File: src/rtl/controle_multiciclo_pkg.sv
// Shared definitions for the multi-cycle MIPS control unit:
// state encodings, opcodes, ALUOp codes, mux selects and the control bundle.
package controle_multiciclo_pkg;

    typedef enum logic [3:0] {
        S_FETCH    = 4'd0,
        S_DECODE   = 4'd1,
        S_MEM_ADDR = 4'd2,
        S_MEM_RD   = 4'd3,
        S_MEM_WB   = 4'd4,
        S_MEM_WR   = 4'd5,
        S_EXEC_R   = 4'd6,
        S_R_WB     = 4'd7,
        S_BRANCH   = 4'd8,
        S_JUMP     = 4'd9,
        S_EXEC_I   = 4'd10,
        S_I_WB     = 4'd11,
        S_ILLEGAL  = 4'd12
    } estado_t;

    localparam logic [5:0] OP_R    = 6'd0;
    localparam logic [5:0] OP_J    = 6'd2;
    localparam logic [5:0] OP_BEQ  = 6'd4;
    localparam logic [5:0] OP_BNE  = 6'd5;
    localparam logic [5:0] OP_ADDI = 6'd8;
    localparam logic [5:0] OP_SLTI = 6'd10;
    localparam logic [5:0] OP_LW   = 6'd35;
    localparam logic [5:0] OP_SW   = 6'd43;

    localparam logic [3:0] ALU_ADD   = 4'd0;
    localparam logic [3:0] ALU_SUB   = 4'd1;
    localparam logic [3:0] ALU_FUNCT = 4'd2;
    localparam logic [3:0] ALU_ADDI  = 4'd3;
    localparam logic [3:0] ALU_SLTI  = 4'd4;

    localparam logic [1:0] PCS_ALU    = 2'b00;
    localparam logic [1:0] PCS_ALUOUT = 2'b01;
    localparam logic [1:0] PCS_JUMP   = 2'b10;

    localparam logic [1:0] SRCB_REG    = 2'b00;
    localparam logic [1:0] SRCB_FOUR   = 2'b01;
    localparam logic [1:0] SRCB_IMM    = 2'b10;
    localparam logic [1:0] SRCB_IMM_SH = 2'b11;

    typedef struct packed {
        logic       pc_write;
        logic       pc_write_cond;
        logic       branch_ne;
        logic       iord;
        logic       mem_read;
        logic       mem_write;
        logic       ir_write;
        logic       mem_to_reg;
        logic       alu_src_a;
        logic       reg_write;
        logic       reg_dst;
        logic [1:0] pc_source;
        logic [1:0] alu_src_b;
        logic [3:0] alu_op;
        logic       excecao;
    } ctrl_t;

endpackage

File: src/rtl/controle_multiciclo_saidas.sv
// Moore output decode: state (and latched opcode) to datapath control lines.
// Optional macro WAIT_STATE_EN gates the FETCH register writes with mem_ready_i.
module controle_saidas
    import controle_multiciclo_pkg::*;
(
    input  logic       rst_i,
    input  estado_t    estado_i,
    input  logic [5:0] op_i,
`ifdef WAIT_STATE_EN
    input  logic       mem_ready_i,
`endif
    output ctrl_t      ctrl_o,
    output logic [3:0] estado_o
);

    logic fetch_done;

`ifdef WAIT_STATE_EN
    assign fetch_done = mem_ready_i;
`else
    assign fetch_done = 1'b1;
`endif

    // Per-state control decode; reset forces every output low.
    always_comb begin
        ctrl_o   = '0;
        estado_o = estado_i;
        case (estado_i)
            S_FETCH: begin
                ctrl_o.mem_read  = 1'b1;
                ctrl_o.ir_write  = fetch_done;
                ctrl_o.pc_write  = fetch_done;
                ctrl_o.alu_src_b = SRCB_FOUR;
                ctrl_o.alu_op    = ALU_ADD;
                ctrl_o.pc_source = PCS_ALU;
            end
            S_DECODE: begin
                ctrl_o.alu_src_b = SRCB_IMM_SH;
                ctrl_o.alu_op    = ALU_ADD;
            end
            S_MEM_ADDR: begin
                ctrl_o.alu_src_a = 1'b1;
                ctrl_o.alu_src_b = SRCB_IMM;
                ctrl_o.alu_op    = ALU_ADD;
            end
            S_MEM_RD: begin
                ctrl_o.mem_read = 1'b1;
                ctrl_o.iord     = 1'b1;
            end
            S_MEM_WB: begin
                ctrl_o.reg_write  = 1'b1;
                ctrl_o.mem_to_reg = 1'b1;
            end
            S_MEM_WR: begin
                ctrl_o.mem_write = 1'b1;
                ctrl_o.iord      = 1'b1;
            end
            S_EXEC_R: begin
                ctrl_o.alu_src_a = 1'b1;
                ctrl_o.alu_src_b = SRCB_REG;
                ctrl_o.alu_op    = ALU_FUNCT;
            end
            S_R_WB: begin
                ctrl_o.reg_dst   = 1'b1;
                ctrl_o.reg_write = 1'b1;
            end
            S_BRANCH: begin
                ctrl_o.alu_src_a     = 1'b1;
                ctrl_o.alu_src_b     = SRCB_REG;
                ctrl_o.alu_op        = ALU_SUB;
                ctrl_o.pc_source     = PCS_ALUOUT;
                ctrl_o.pc_write_cond = 1'b1;
                ctrl_o.branch_ne     = (op_i == OP_BNE);
            end
            S_JUMP: begin
                ctrl_o.pc_source = PCS_JUMP;
                ctrl_o.pc_write  = 1'b1;
            end
            S_EXEC_I: begin
                ctrl_o.alu_src_a = 1'b1;
                ctrl_o.alu_src_b = SRCB_IMM;
                ctrl_o.alu_op    = (op_i == OP_SLTI) ? ALU_SLTI : ALU_ADDI;
            end
            S_I_WB: begin
                ctrl_o.reg_write = 1'b1;
            end
            S_ILLEGAL: begin
                ctrl_o.excecao = 1'b1;
            end
            default: ctrl_o = '0;
        endcase
        if (rst_i) begin
            ctrl_o   = '0;
            estado_o = '0;
        end
    end

endmodule

File: src/rtl/controle_multiciclo.sv
// Multi-cycle MIPS control FSM: state register, latched opcode, next-state logic.
// Optional macro WAIT_STATE_EN stretches FETCH/MEM_RD/MEM_WR until MemReady.
module controle_multiciclo
    import controle_multiciclo_pkg::*;
(
    input  logic       clock,
    input  logic       reset,
    input  logic [5:0] OpCode,
    input  logic       MemReady,
    output logic       PCWrite,
    output logic       PCWriteCond,
    output logic       BranchNE,
    output logic       IorD,
    output logic       MemRead,
    output logic       MemWrite,
    output logic       IRWrite,
    output logic       MemtoReg,
    output logic       ALUSrcA,
    output logic       RegWrite,
    output logic       RegDst,
    output logic [1:0] PCSource,
    output logic [1:0] ALUSrcB,
    output logic [3:0] ALUOp,
    output logic       Excecao,
    output logic [3:0] Estado
);

    estado_t    estado_q, estado_d;
    logic [5:0] op_q, op_d;
    logic       mem_ok;
    ctrl_t      ctrl;

`ifdef WAIT_STATE_EN
    assign mem_ok = MemReady;
`else
    logic unused_mem_ready;
    assign unused_mem_ready = MemReady;
    assign mem_ok = 1'b1;
`endif

    // State and latched-opcode registers.
    always_ff @(posedge clock or posedge reset) begin
        if (reset) begin
            estado_q <= S_FETCH;
            op_q     <= '0;
        end else begin
            estado_q <= estado_d;
            op_q     <= op_d;
        end
    end

    // Next-state logic; opcode is captured on leaving DECODE.
    always_comb begin
        estado_d = estado_q;
        op_d     = op_q;
        case (estado_q)
            S_FETCH:    if (mem_ok) estado_d = S_DECODE;
            S_DECODE: begin
                op_d = OpCode;
                case (OpCode)
                    OP_LW, OP_SW:     estado_d = S_MEM_ADDR;
                    OP_R:             estado_d = S_EXEC_R;
                    OP_BEQ, OP_BNE:   estado_d = S_BRANCH;
                    OP_J:             estado_d = S_JUMP;
                    OP_ADDI, OP_SLTI: estado_d = S_EXEC_I;
                    default:          estado_d = S_ILLEGAL;
                endcase
            end
            S_MEM_ADDR: estado_d = (op_q == OP_LW) ? S_MEM_RD : S_MEM_WR;
            S_MEM_RD:   if (mem_ok) estado_d = S_MEM_WB;
            S_MEM_WB:   estado_d = S_FETCH;
            S_MEM_WR:   if (mem_ok) estado_d = S_FETCH;
            S_EXEC_R:   estado_d = S_R_WB;
            S_R_WB:     estado_d = S_FETCH;
            S_BRANCH:   estado_d = S_FETCH;
            S_JUMP:     estado_d = S_FETCH;
            S_EXEC_I:   estado_d = S_I_WB;
            S_I_WB:     estado_d = S_FETCH;
            S_ILLEGAL:  estado_d = S_ILLEGAL;
            default:    estado_d = S_FETCH;
        endcase
    end

    controle_saidas u_saidas (
        .rst_i       (reset),
        .estado_i    (estado_q),
        .op_i        (op_q),
`ifdef WAIT_STATE_EN
        .mem_ready_i (MemReady),
`endif
        .ctrl_o      (ctrl),
        .estado_o    (Estado)
    );

    assign PCWrite     = ctrl.pc_write;
    assign PCWriteCond = ctrl.pc_write_cond;
    assign BranchNE    = ctrl.branch_ne;
    assign IorD        = ctrl.iord;
    assign MemRead     = ctrl.mem_read;
    assign MemWrite    = ctrl.mem_write;
    assign IRWrite     = ctrl.ir_write;
    assign MemtoReg    = ctrl.mem_to_reg;
    assign ALUSrcA     = ctrl.alu_src_a;
    assign RegWrite    = ctrl.reg_write;
    assign RegDst      = ctrl.reg_dst;
    assign PCSource    = ctrl.pc_source;
    assign ALUSrcB     = ctrl.alu_src_b;
    assign ALUOp       = ctrl.alu_op;
    assign Excecao     = ctrl.excecao;

endmodule

File: config.mk
export PLATFORM = sky130hd
export DESIGN_NAME = controle_multiciclo
export DESIGN_NICKNAME = d
export VERILOG_FILES = /design/src/rtl/controle_multiciclo_pkg.sv /design/src/rtl/controle_multiciclo_saidas.sv /design/src/rtl/controle_multiciclo.sv
export SDC_FILE = /design/constraint.sdc
export NUM_CORES = 1
export LEC_CHECK = 0
export BUFFER_PORTS_ARGS = -buffer_cell sky130_fd_sc_hd__buf_2
export CORE_MARGIN = 2
export CORE_UTILIZATION = 30
export CTS_CLUSTER_SIZE = 30
export DETAILED_ROUTE_END_ITERATION = 10
export PLACE_DENSITY = 0.65
export RECOVER_POWER = 50
export SETUP_SLACK_MARGIN = 0.5
export SYNTH_ARGS = -nofsm -noshare
export SYNTH_HDL_FRONTEND = slang
export SYNTH_SLANG_ARGS = --single-unit
File: constraint.sdc
create_clock -name clock -period 3.4 [get_ports clock]
set_input_delay 0.17 -clock clock [delete_from_list [all_inputs] [get_ports clock]]
set_output_delay 0.17 -clock clock [all_outputs]
set_load 0.005 [all_outputs]
==> run metrics, run 1 <==
count of pins over their slew limit=0; top cell type's share of synthesized area=31.06%; DIE WIDTH=55.83 um; Top FF cell, synth=dfrtp_1; GR Util met3=3.953%; Hold WS=125.8 ps; Routed wire per std cell=13.45 um; met2 Track Usage GR=20.24%; total routing usage reported by global routing=13.52%; status=finished clean; vias in the first global route=735; area of the multi-input gates=493.0 sq um; antenna violation net count after detailed routing=0; Req. time, crit path=3230 ps; register area=250.2 sq um; clock sink count=10; fin nets=135; PostCTS Resize Cnt=0; Seq/Total Area, Yosys=31.06%; crit path DAT=1720 ps; reg2reg setup slack=1590 ps; via count=851; proportion of layout cells with a drive suffix above 1=27.20%; Slew HR=65.63%; postcts setup bufs=0; Sum Neg Setup Slack=0 ps; Final Critical Period=1892 ps; DRC=0; FMAX=0.5287 GHz; synth top area cells=dfrtp_1 (31%), mux2_2 (8.4%), nor2_1 (6.1%), nand2b_1 (3.9%), nor4_1 (3.9%); filler cell count=285; Layout area overhead=20.50%; Worst VDD drop=0.4392 mV; Root Driver=clkbuf_4; crit end category=output port; Final period util=55.63%; met1 Use GR=17.64%; leading area contributor after synthesis=dfrtp_1; IO Port Bufs=30; Syn Area/Cell=8.139 sq um; initial antenna violation count=0; cell area after synthesis=805.8 sq um; Placeable Area=2522 sq um; Total Wirelength=2085 um; Num CTS Buffers=3; Post-Layout Cell Count=155; Die Footprint=3116 sq um; Synth Register Bits=10; Die Y-Extent=55.83 um; crit start category=flop; Clock Tree Buf Depth=2; Unique masters post-synth=38; Pleak=0.4284 nW; CTS Hold Bufs=0; RePlAce Congestion=0.7757; Post-Syn Instances=99; MaxCap Viol Count=0; Pwr Total=0.0006934 W; PD cells=714.1 nW/um^2; r2r endpoint=op_q[4]$_DFFE_PP0P_; largest net degree at the start of global routing=17; syn nets=108; count leader, synth=nor2_1; CTS clk-pin slew, worst paths=70 ps; num rows=18; Antenna Diode Count=0; RSZ-0062 raised after global routing=no; first-pass GRT wire length=3415 um; DP Cell Count=151; r2r startpoint=estado_q[3]$_DFF_PP0_; Post-synth EDFFs=0; Final setup viols=0; Iteration-0 DRC Markers=32; CTS tree=built; DR pass1 iterations=4; final hold violations=0; Post-synth top cells=nor2_1 (13), dfrtp_1 (10), nand2_1 (7); CP Max Fanout=14; Worst Max-Slew Pin Slew=515.6 ps; Clock Latency Late Sink=260 ps; Overflow after GRT=0; skew final=1.402 ps; H-tree Lvls=1; Vias/cell=5.490; cell depth of the worst flop-to-flop path=3; worst hold path class=input pin to async pin; Detail Placement HPWL=1547 um; Setup CP Type=flop to output port; ys async rst share=100.0%; Synthesis Warnings=0; I/O pin total=33; initial core utilization=31.94%; global route hottest layer=met2
## worst max-delay path by stage
stage	from	to	slack [ps]	cells past startpoint
2_1_floorplan	estado_q[3]$_DFF_PP0_	op_q[0]$_DFFE_PP0P_	1870	4
3_3_place_gp	estado_q[3]$_DFF_PP0_	op_q[2]$_DFFE_PP0P_	1630	3
3_5_place_dp	estado_q[2]$_DFF_PP0_	op_q[4]$_DFFE_PP0P_	1600	3
4_1_cts	estado_q[2]$_DFF_PP0_	BranchNE	1480	4
5_1_grt	estado_q[2]$_DFF_PP0_	BranchNE	1330	4
6_report	estado_q[1]$_DFF_PP0_	ALUSrcB[1]	1510	5
## registers in the layout, indices dropped and copies added, names as in the netlist
| signal | cells |
|---|---|
| op_q | 6 |
| estado_q | 4 |
## kinds of logic (layout without fill, tap and decap cells)
family	after synthesis	after routing	share of synthesized area [%]
and+or+nand+nor	50	50	35.56
AOI/OAI and AO/OA	18	18	14.60
buffers and inverters	12	38	7.763
DFF	10	10	31.06
muxes	6	6	8.384
xor gates and xnor gates	2	2	2.174
other	1	1	0.4654
## power breakdown
part	total (W)	internal, W	switching [W]
clock	0.000107	0.0000650	0.0000417
sequential	0.000258	0.000173	0.0000849
combinational	0.000329	0.000166	0.000162
## routing by layer
layer,routed length (um),vias to the layer above
li1,-,413
met1,994,389
met2,870,45
met3,188,4
met4,31,0
met5,0,-
## critical path: stages, from the launching register on
cell and delay [ps]:
dfrtp_1 660, inv_1 230, nor2_1 180, a21oi_1 60, nor3_1 180, buf_2 150
## cell usage in the layout, fill, tap and decap left out
| master | Yosys | routed |
|---|---|---|
| o31ai_1 | 1 | 1 |
| a21boi_0 | 1 | 1 |
| a21oi_1 | 5 | 5 |
| o22ai_1 | 2 | 2 |
| conb_1 | 1 | 1 |
| buf_2 | 2 | 21 |
| or4_1 | 1 | 1 |
| nor4b_1 | 1 | 1 |
| o21ai_0 | 1 | 1 |
| clkbuf_8 | 0 | 1 |
| nand3_1 | 1 | 1 |
| mux2_2 | 6 | 6 |
| nand2b_1 | 5 | 5 |
| nor2_1 | 13 | 13 |
| inv_1 | 4 | 4 |
| or2_2 | 1 | 1 |
| xnor2_1 | 2 | 2 |
| nor4_1 | 5 | 5 |
| nor3_1 | 4 | 4 |
| nor4bb_1 | 2 | 2 |
| a22oi_1 | 1 | 1 |
| nand2_1 | 7 | 7 |
| nand4b_1 | 1 | 1 |
| or3_1 | 1 | 1 |
| buf_1 | 1 | 1 |
| o221ai_1 | 1 | 1 |
| a211oi_1 | 2 | 2 |
| and3_1 | 3 | 3 |
| a31oi_1 | 2 | 2 |
| or2_1 | 1 | 1 |
| nor2b_1 | 2 | 2 |
| clkbuf_1 | 2 | 8 |
| clkbuf_4 | 0 | 3 |
| or4b_2 | 1 | 1 |
| o211ai_1 | 1 | 1 |
| o311ai_0 | 1 | 1 |
| dfrtp_1 | 10 | 10 |
| nor3b_4 | 1 | 1 |
## cell type report
cell class,instances,share of cell area [%]
Clock buffer,4,3.737
Tap cell,30,3.866
Timing Repair Buffer,30,14.30
Inverter,4,1.546
Sequential cell,10,25.77
Multi-Input combinational cell,77,50.77
## stage by stage
step	setup slack, ps	utilization [%]	instance area, sq um
floorplan	1870	-	805.8
global placement	1627	37.50	945.9
detailed placement	1599	37.50	945.9
CTS	1481	38.94	982.2
global route	1334	38.49	970.9
finish	1508	38.49	970.9
Power figures use the tool's default switching activity.
==> run 2: changes to the inputs <==
--- a/config.mk
+++ b/config.mk
@@ -5,12 +5,13 @@
 export SDC_FILE = /design/constraint.sdc
 export NUM_CORES = 1
 export LEC_CHECK = 0
+export ABC_AREA = 1
 export BUFFER_PORTS_ARGS = -buffer_cell sky130_fd_sc_hd__buf_2
 export CORE_MARGIN = 2
 export CORE_UTILIZATION = 30
 export CTS_CLUSTER_SIZE = 30
 export DETAILED_ROUTE_END_ITERATION = 10
-export PLACE_DENSITY = 0.65
+export PLACE_DENSITY = 0.67
 export RECOVER_POWER = 50
 export SETUP_SLACK_MARGIN = 0.5
 export SYNTH_ARGS = -nofsm -noshare
==> constraint.sdc (replaced) <==
create_clock -name clock -period 1.7 [get_ports clock]
set_input_delay 0.085 -clock clock [delete_from_list [all_inputs] [get_ports clock]]
set_output_delay 0.085 -clock clock [all_outputs]
set_load 0.005 [all_outputs]
==> run 2 against run 1 <==
Compared with the run above:
- register-to-register slack worse by 1400 ps
- sequential power grew 79%
- clock power rose by 98%
- critical endpoint is now RegWrite
- die area shrank 2.7%
- combinational power grew to 3.4 times the previous value
- clock-buffer cell count unchanged
- clock skew is essentially flat
- first-iteration DRC count down 28%
==> run metrics, run 2 <==
status=finished clean; max reg flops=6 (unchanged); most common cell after layout, fill and taps aside=buf_2; Worst Hold Endpoint=op_q[4]$_DFFE_PP0P_; Largest delay share family, worst path=flip-flops; synth top area cells=dfrtp_1 (32%), nand2_1 (14%), nor2_1 (12%), inv_1 (9.1%), a21oi_1 (6.4%); Worst Max-Slew Pin Slew=946.8 ps (+431.2 ps); clock sink count=10 (unchanged); most flop-heavy register=op_q; Die Y-Extent=55.06 um (-1.4%); r2r endpoint=estado_q[3]$_DFF_PP0_; DIE WIDTH=55.06 um (-1.4%); reg2reg setup slack=230 ps (-1360 ps); Antenna Diode Count=0 (unchanged); DR pass1 iterations=4 (unchanged); r2r startpoint=estado_q[2]$_DFF_PP0_; largest net degree at the start of global routing=24 (+7); Unique masters post-synth=20 (-47%); Pleak=0.6852 nW (+60%); Clock Latency Late Sink=260 ps (about the same); CTS clk-pin slew, worst paths=70 ps (about the same); Final period util=90.61%; Routed wire per std cell=12.80 um (-4.8%); Setup CP Type=flop to output port; worst hold path class=input pin to flop; WHS Path Cells=3; initial core utilization=31.57% (-0.38 points); slowest CP cell=dfrtp_1; worst path cell trace=inv_4 > nor2_4 > inv_2 > nand2_2 > nand2_1 > a21oi_1 > buf_2; num rows=18 (unchanged); RePlAce Congestion=0.8257 (+6.4%); crit start category=flop; syn nets=137 (+27%); Final setup viols=0 (unchanged); Sum Neg Setup Slack=0 ps (unchanged); FMAX=0.6492 GHz; Post-synth EDFFs=0 (unchanged); total routing usage reported by global routing=17.21% (+3.7 points); Req. time, crit path=1620 ps (-1610 ps); leading area contributor after synthesis=dfrtp_1; count leader, synth=nand2_1; cell depth of the worst flop-to-flop path=9 (+6); Slew HR=36.88% (-29 points); Post-synth top cells=nand2_1 (30), nor2_1 (24), inv_1 (19); H-tree Lvls=1 (unchanged); DRC=0 (unchanged); antenna violation net count after detailed routing=0 (unchanged); I/O pin total=33 (unchanged); Top FF cell, synth=dfrtp_1; Worst Min Path Start=OpCode[4]; via count=1034 (+22%); crit end category=output port; initial antenna violation count=0 (unchanged); proportion of layout cells with a drive suffix above 1=48.33% (+21 points); Post-Syn Instances=128 (+29%); Root Driver=clkbuf_4; crit path DAT=1460 ps (-260 ps); cell area after synthesis=782.0 sq um (-3.0%); Vias/cell=4.924 (-10%); Synth Register Bits=10 (unchanged); final hold violations=0 (unchanged); IO Port Bufs=30 (unchanged); first-pass GRT wire length=3650 um (+6.9%); vias in the first global route=858 (+17%); CP Max Fanout=4 (-10); Buf/Inv on CP=3 (+1); Final Critical Period=1540 ps; Syn Area/Cell=6.109 sq um (-25%); Overflow after GRT=0 (unchanged); CTS tree=built; RSZ-0062 raised after global routing=yes; Clock Tree Buf Depth=2 (unchanged); Synthesis Warnings=0 (unchanged); Seq/Total Area, Yosys=32.00% (+0.94 points); PD cells=1412 nW/um^2 (+98%); fin nets=190 (+41%); biggest regs=op_q: 6 flops, estado_q: 4 flops; ys async rst share=100.0% (unchanged); Total Wirelength=2689 um (+29%); Num CTS Buffers=3 (unchanged); Detail Placement HPWL=1561 um (+0.91%); most frequent cells in the layout=buf_2 (27), nor2_1 (22), nand2_1 (19), buf_4 (12); max incr delay on CP=480 ps (-180 ps); skew final=1.329 ps (-0.07228 ps); area post-placement=943.4 sq um (-0.26%); Placeable Area=2477 sq um (-1.8%); Layout area overhead=61.76%; Iteration-0 DRC Markers=23 (-28%); top cell type's share of synthesized area=32.00% (+0.94 points); Design Area, Final=1265 sq um (+30%); MaxCap Viol Count=0 (unchanged); count of pins over their slew limit=0 (unchanged); Worst VDD drop=0.7864 mV (+79%); Die Footprint=3031 sq um (-2.7%)
run 2: routing by layer:
| layer | share of wire (%) | global-route usage, % | vias up |
|---|---|---|---|
| met1 | 40 | 21.26 | 478 |
| met4 | 3.0 | 10.57 | 0 |
| met5 | 0 | 0 | - |
| li1 | - | - | 510 |
| met2 | 51 | 27.38 | 38 |
| met3 | 5.7 | 3.495 | 8 |
run 2: cells by family after synthesis:
family,Yosys count,synth area share [%]
AO/OA/AOI/OAI,17,11.20
buffers and inverters,25,13.92
flip-flops,10,32.00
other,1,0.4795
AND/OR/NAND/NOR,75,42.40
run 2: cell type report:
cell class | instances | area (sq um)
multi-input combinational | 93 | 496.7
sequential | 10 | 252.7
fill | 253 | 1212
tap | 30 | 37.54
timing repair buffer | 53 | 359.1
inverter | 20 | 82.58
clock buffer | 4 | 36.28
run 2: what timing repair did:
action	4_1_cts	5_1_grt
resized for setup	25	25
pin swaps	6	7
hold buffers	1	0
gates cloned	1	0
hold endpoints to repair	10	0
setup buffers	16	4
setup endpoints to repair	22	32
run 2: worst max-delay path by stage:
stage                           from     endpoint  slack, ps  cells past startpoint
2_1_floorplan  estado_q[2]$_DFF_PP0_  PCSource[0]        570                      6
3_3_place_gp   estado_q[3]$_DFF_PP0_   ALUSrcB[1]        440                      6
3_5_place_dp   estado_q[3]$_DFF_PP0_   ALUSrcB[1]        430                      6
4_1_cts        estado_q[1]$_DFF_PP0_      ALUSrcA        240                      7
5_1_grt        estado_q[2]$_DFF_PP0_     RegWrite         70                      7
6_report       estado_q[2]$_DFF_PP0_     RegWrite        160                      7
run 2: metrics by stage:
step | hold WS, ps | setup WS [ps] | instances | utilization, % | power, W
after global placement | 238.6 | 444.4 | 184 | 38.08 | 0.001095
after global routing | 64.68 | 69.37 | 210 | 51.06 | 0.001926
after CTS | 46.54 | 242.3 | 206 | 47.02 | 0.001597
after detailed placement | 259.1 | 432.0 | 184 | 38.08 | 0.001109
after floorplan | 138.8 | 570.8 | 128 | - | 0.0009174
final | 51.44 | 159.6 | 210 | 51.06 | 0.001786
run 2: report_power, final:
group	internal [W]	switching [W]
combinational	0.000509	0.000602
clock	0.000130	0.0000821
sequential	0.000346	0.000117
run 2: worst reg2reg max path, delay by kind of cell, from the launching register on:
family / cells / cell delay [ps]
buffers and inverters: 5 / 480
flip-flops: 1 / 470
AND/OR/NAND/NOR: 4 / 460
==> run 3: changes to the inputs <==
--- a/config.mk
+++ b/config.mk
@@ -5,11 +5,10 @@
 export SDC_FILE = /design/constraint.sdc
 export NUM_CORES = 1
 export LEC_CHECK = 0
-export ABC_AREA = 1
 export BUFFER_PORTS_ARGS = -buffer_cell sky130_fd_sc_hd__buf_2
 export CORE_MARGIN = 2
 export CORE_UTILIZATION = 30
-export CTS_CLUSTER_SIZE = 30
+export CTS_CLUSTER_SIZE = 28
 export DETAILED_ROUTE_END_ITERATION = 10
 export PLACE_DENSITY = 0.67
 export RECOVER_POWER = 50
==> run 3 against run 2 <==
Compared with the run above:
- maximum frequency shrank 4.1%
- first-iteration DRC count is 130% higher
- global-route usage grew 0.25 points
- register-to-register slack got worse by 70 ps
- combinational power rose by 41%
- critical path type unchanged
==> run metrics, run 3 (synthesis results as in run 1) <==
status=finished clean; reg2reg setup slack=160 ps (-70 ps); num rows=18 (unchanged); proportion of layout cells with a drive suffix above 1=65.19% (+17 points); RePlAce Congestion=0.8252 (about the same); WHS Path Cells=2 (-1); max incr delay on CP=390 ps (-90 ps); IO Port Bufs=30 (unchanged); Largest delay share family, worst path=simple AND/OR/NAND/NOR gates; initial antenna violation count=0 (unchanged); Num CTS Buffers=3 (unchanged); r2r endpoint=op_q[3]$_DFFE_PP0P_; Overflow after GRT=0 (unchanged); CTS tree=built; max reg flops=6 (unchanged); slowest CP cell=dfrtp_1; vias in the first global route=971 (+13%); Die Footprint=3116 sq um (+2.8%); Worst VDD drop=0.8119 mV (+3.2%); H-tree Lvls=1 (unchanged); Detail Placement HPWL=1791 um (+15%); clock sink count=10 (unchanged); DR pass1 iterations=5 (+1); PD cells=1519 nW/um^2 (+7.6%); total routing usage reported by global routing=17.46% (+0.25 points); Layout area overhead=83.39%; initial core utilization=31.94% (+0.38 points); crit end category=output port; Buf/Inv on CP=1 (-2); MaxCap Viol Count=0 (unchanged); Routed wire per std cell=15.67 um (+22%); largest net degree at the start of global routing=14 (-42%); CTS clk-pin slew, worst paths=70 ps (about the same); antenna violation net count after detailed routing=0 (unchanged); skew final=5.426 ps (+4.097 ps); crit path DAT=1520 ps (+60 ps); Pleak=0.6871 nW (+0.28%); Clock Tree Buf Depth=2 (unchanged); Core Util, Final=58.58% (+7.5 points); Setup CP Type=flop to output port; Final Critical Period=1606 ps (+65.86 ps); crit start category=flop; Final period util=94.49% (+3.9 points); Vias/cell=5.298 (+7.6%); most common cell after layout, fill and taps aside=buf_2; I/O pin total=33 (unchanged); Worst Max-Slew Pin Slew=640.8 ps (-306.0 ps); CP Max Fanout=3 (-1); Worst Hold Endpoint=op_q[5]$_DFFE_PP0P_; Slew HR=57.28% (+20 points); filler cell count=215 (-15%); most flop-heavy register=op_q; via count=996 (-3.7%); final hold violations=0 (unchanged); worst hold path class=input pin to flop; cell depth of the worst flop-to-flop path=4 (-5); Total Wirelength=2946 um (+9.6%); count of pins over their slew limit=0 (unchanged); Final setup viols=0 (unchanged); Root Driver=clkbuf_4; worst path cell trace=nor2b_4 > nand4b_1 > nand3_1 > a211oi_1 > buf_2; Iteration-0 DRC Markers=53 (+130%); Placeable Area=2522 sq um (+1.8%); Req. time, crit path=1620 ps (about the same); most frequent cells in the layout=buf_2 (26), buf_4 (18), buf_6 (16), dfrtp_1 (8), nor2_1 (7); DRC=0 (unchanged); Clock Latency Late Sink=260 ps (about the same); RSZ-0062 raised after global routing=yes; area of the multi-input gates=658.1 sq um (+32%); biggest regs=op_q: 6 flops, estado_q: 4 flops; Antenna Diode Count=0 (unchanged); register area=252.7 sq um (unchanged); FMAX=0.6226 GHz (-4.1%); r2r startpoint=estado_q[2]$_DFF_PP0_; DIE WIDTH=55.83 um (+1.4%); first-pass GRT wire length=4464 um (+22%); fin nets=168 (-12%); Sum Neg Setup Slack=0 ps (unchanged); Die Y-Extent=55.83 um (+1.4%); Worst Min Path Start=OpCode[5]
==> run 3: cell types whose count changed in the layout (fill, tap and decap cells not counted), moves of 4 or more <==
cell     before  now
nand3_1       7    1
buf_6        10   16
inv_1        10    1
inv_2         7    1
nand2_1      19    4
buf_4        12   18
nand2_2       9    2
o21ai_1       6    0
nor2_1       22    7
mux2_2        0    6
nand4_1       4    0
==> run 3: worst max-delay path by stage <==
stage | from | to | slack, ps | cells past startpoint
floorplan | estado_q[3]$_DFF_PP0_ | op_q[0]$_DFFE_PP0P_ | 170 | 4
global placement | estado_q[3]$_DFF_PP0_ | op_q[2]$_DFFE_PP0P_ | 170 | 3
detailed placement | estado_q[3]$_DFF_PP0_ | op_q[3]$_DFFE_PP0P_ | 100 | 3
CTS | estado_q[1]$_DFF_PP0_ | PCWrite | 100 | 5
global route | reset | MemRead | 30 | 6
finish | op_q[1]$_DFFE_PP0P_ | ALUOp[1] | 90 | 5
==> run 3: layout make-up <==
cell class,instances,share of cell area [%]
Clock buffer,4,2.456
Inverter,4,1.355
Multi-Input combinational cell,77,44.54
Sequential cell,10,17.10
Tap cell,30,2.540
Timing Repair Buffer,63,32.01
==> run 3: per-layer routing <==
layer	part of all wire, %	track usage (%)	wire length (um)
met4	0.64	3.401	19
met5	0	0	0
met2	54	31.97	1585
met1	38	21.60	1131
met3	7.1	2.791	210
==> run 3: where the power goes <==
part           total (W)  leakage (nW)  switching, W  internal [W]
registers       0.000467         0.119      0.000117      0.000350
logic            0.00157         0.547      0.000686      0.000879
clock network   0.000213        0.0210     0.0000829      0.000130
total            0.00224         0.687      0.000886       0.00136
==> run 3: through the flow <==
step                      power [W]  cell area [sq um]  setup slack (ps)  std cells  hold slack, ps
final                      0.002245               1478             93.74        188           127.0
after global routing       0.002378               1478             33.44        188           121.5
after CTS                  0.001989               1338             97.12        182          0.8834
after detailed placement   0.001288               1013             103.8        158           228.6
after global placement     0.001250               1013             169.4        158           218.9
after floorplan            0.001022              820.8             169.6         99          -58.61
==> run 3: timing repair <==
action | 4_1_cts | 5_1_grt
cloned | 0 | 0
pin swaps | 16 | 15
buffers inserted | 20 | 6
resized for setup | 34 | 25
endpoints found under the setup margin | 32 | 32
hold buffers | 0 | 0
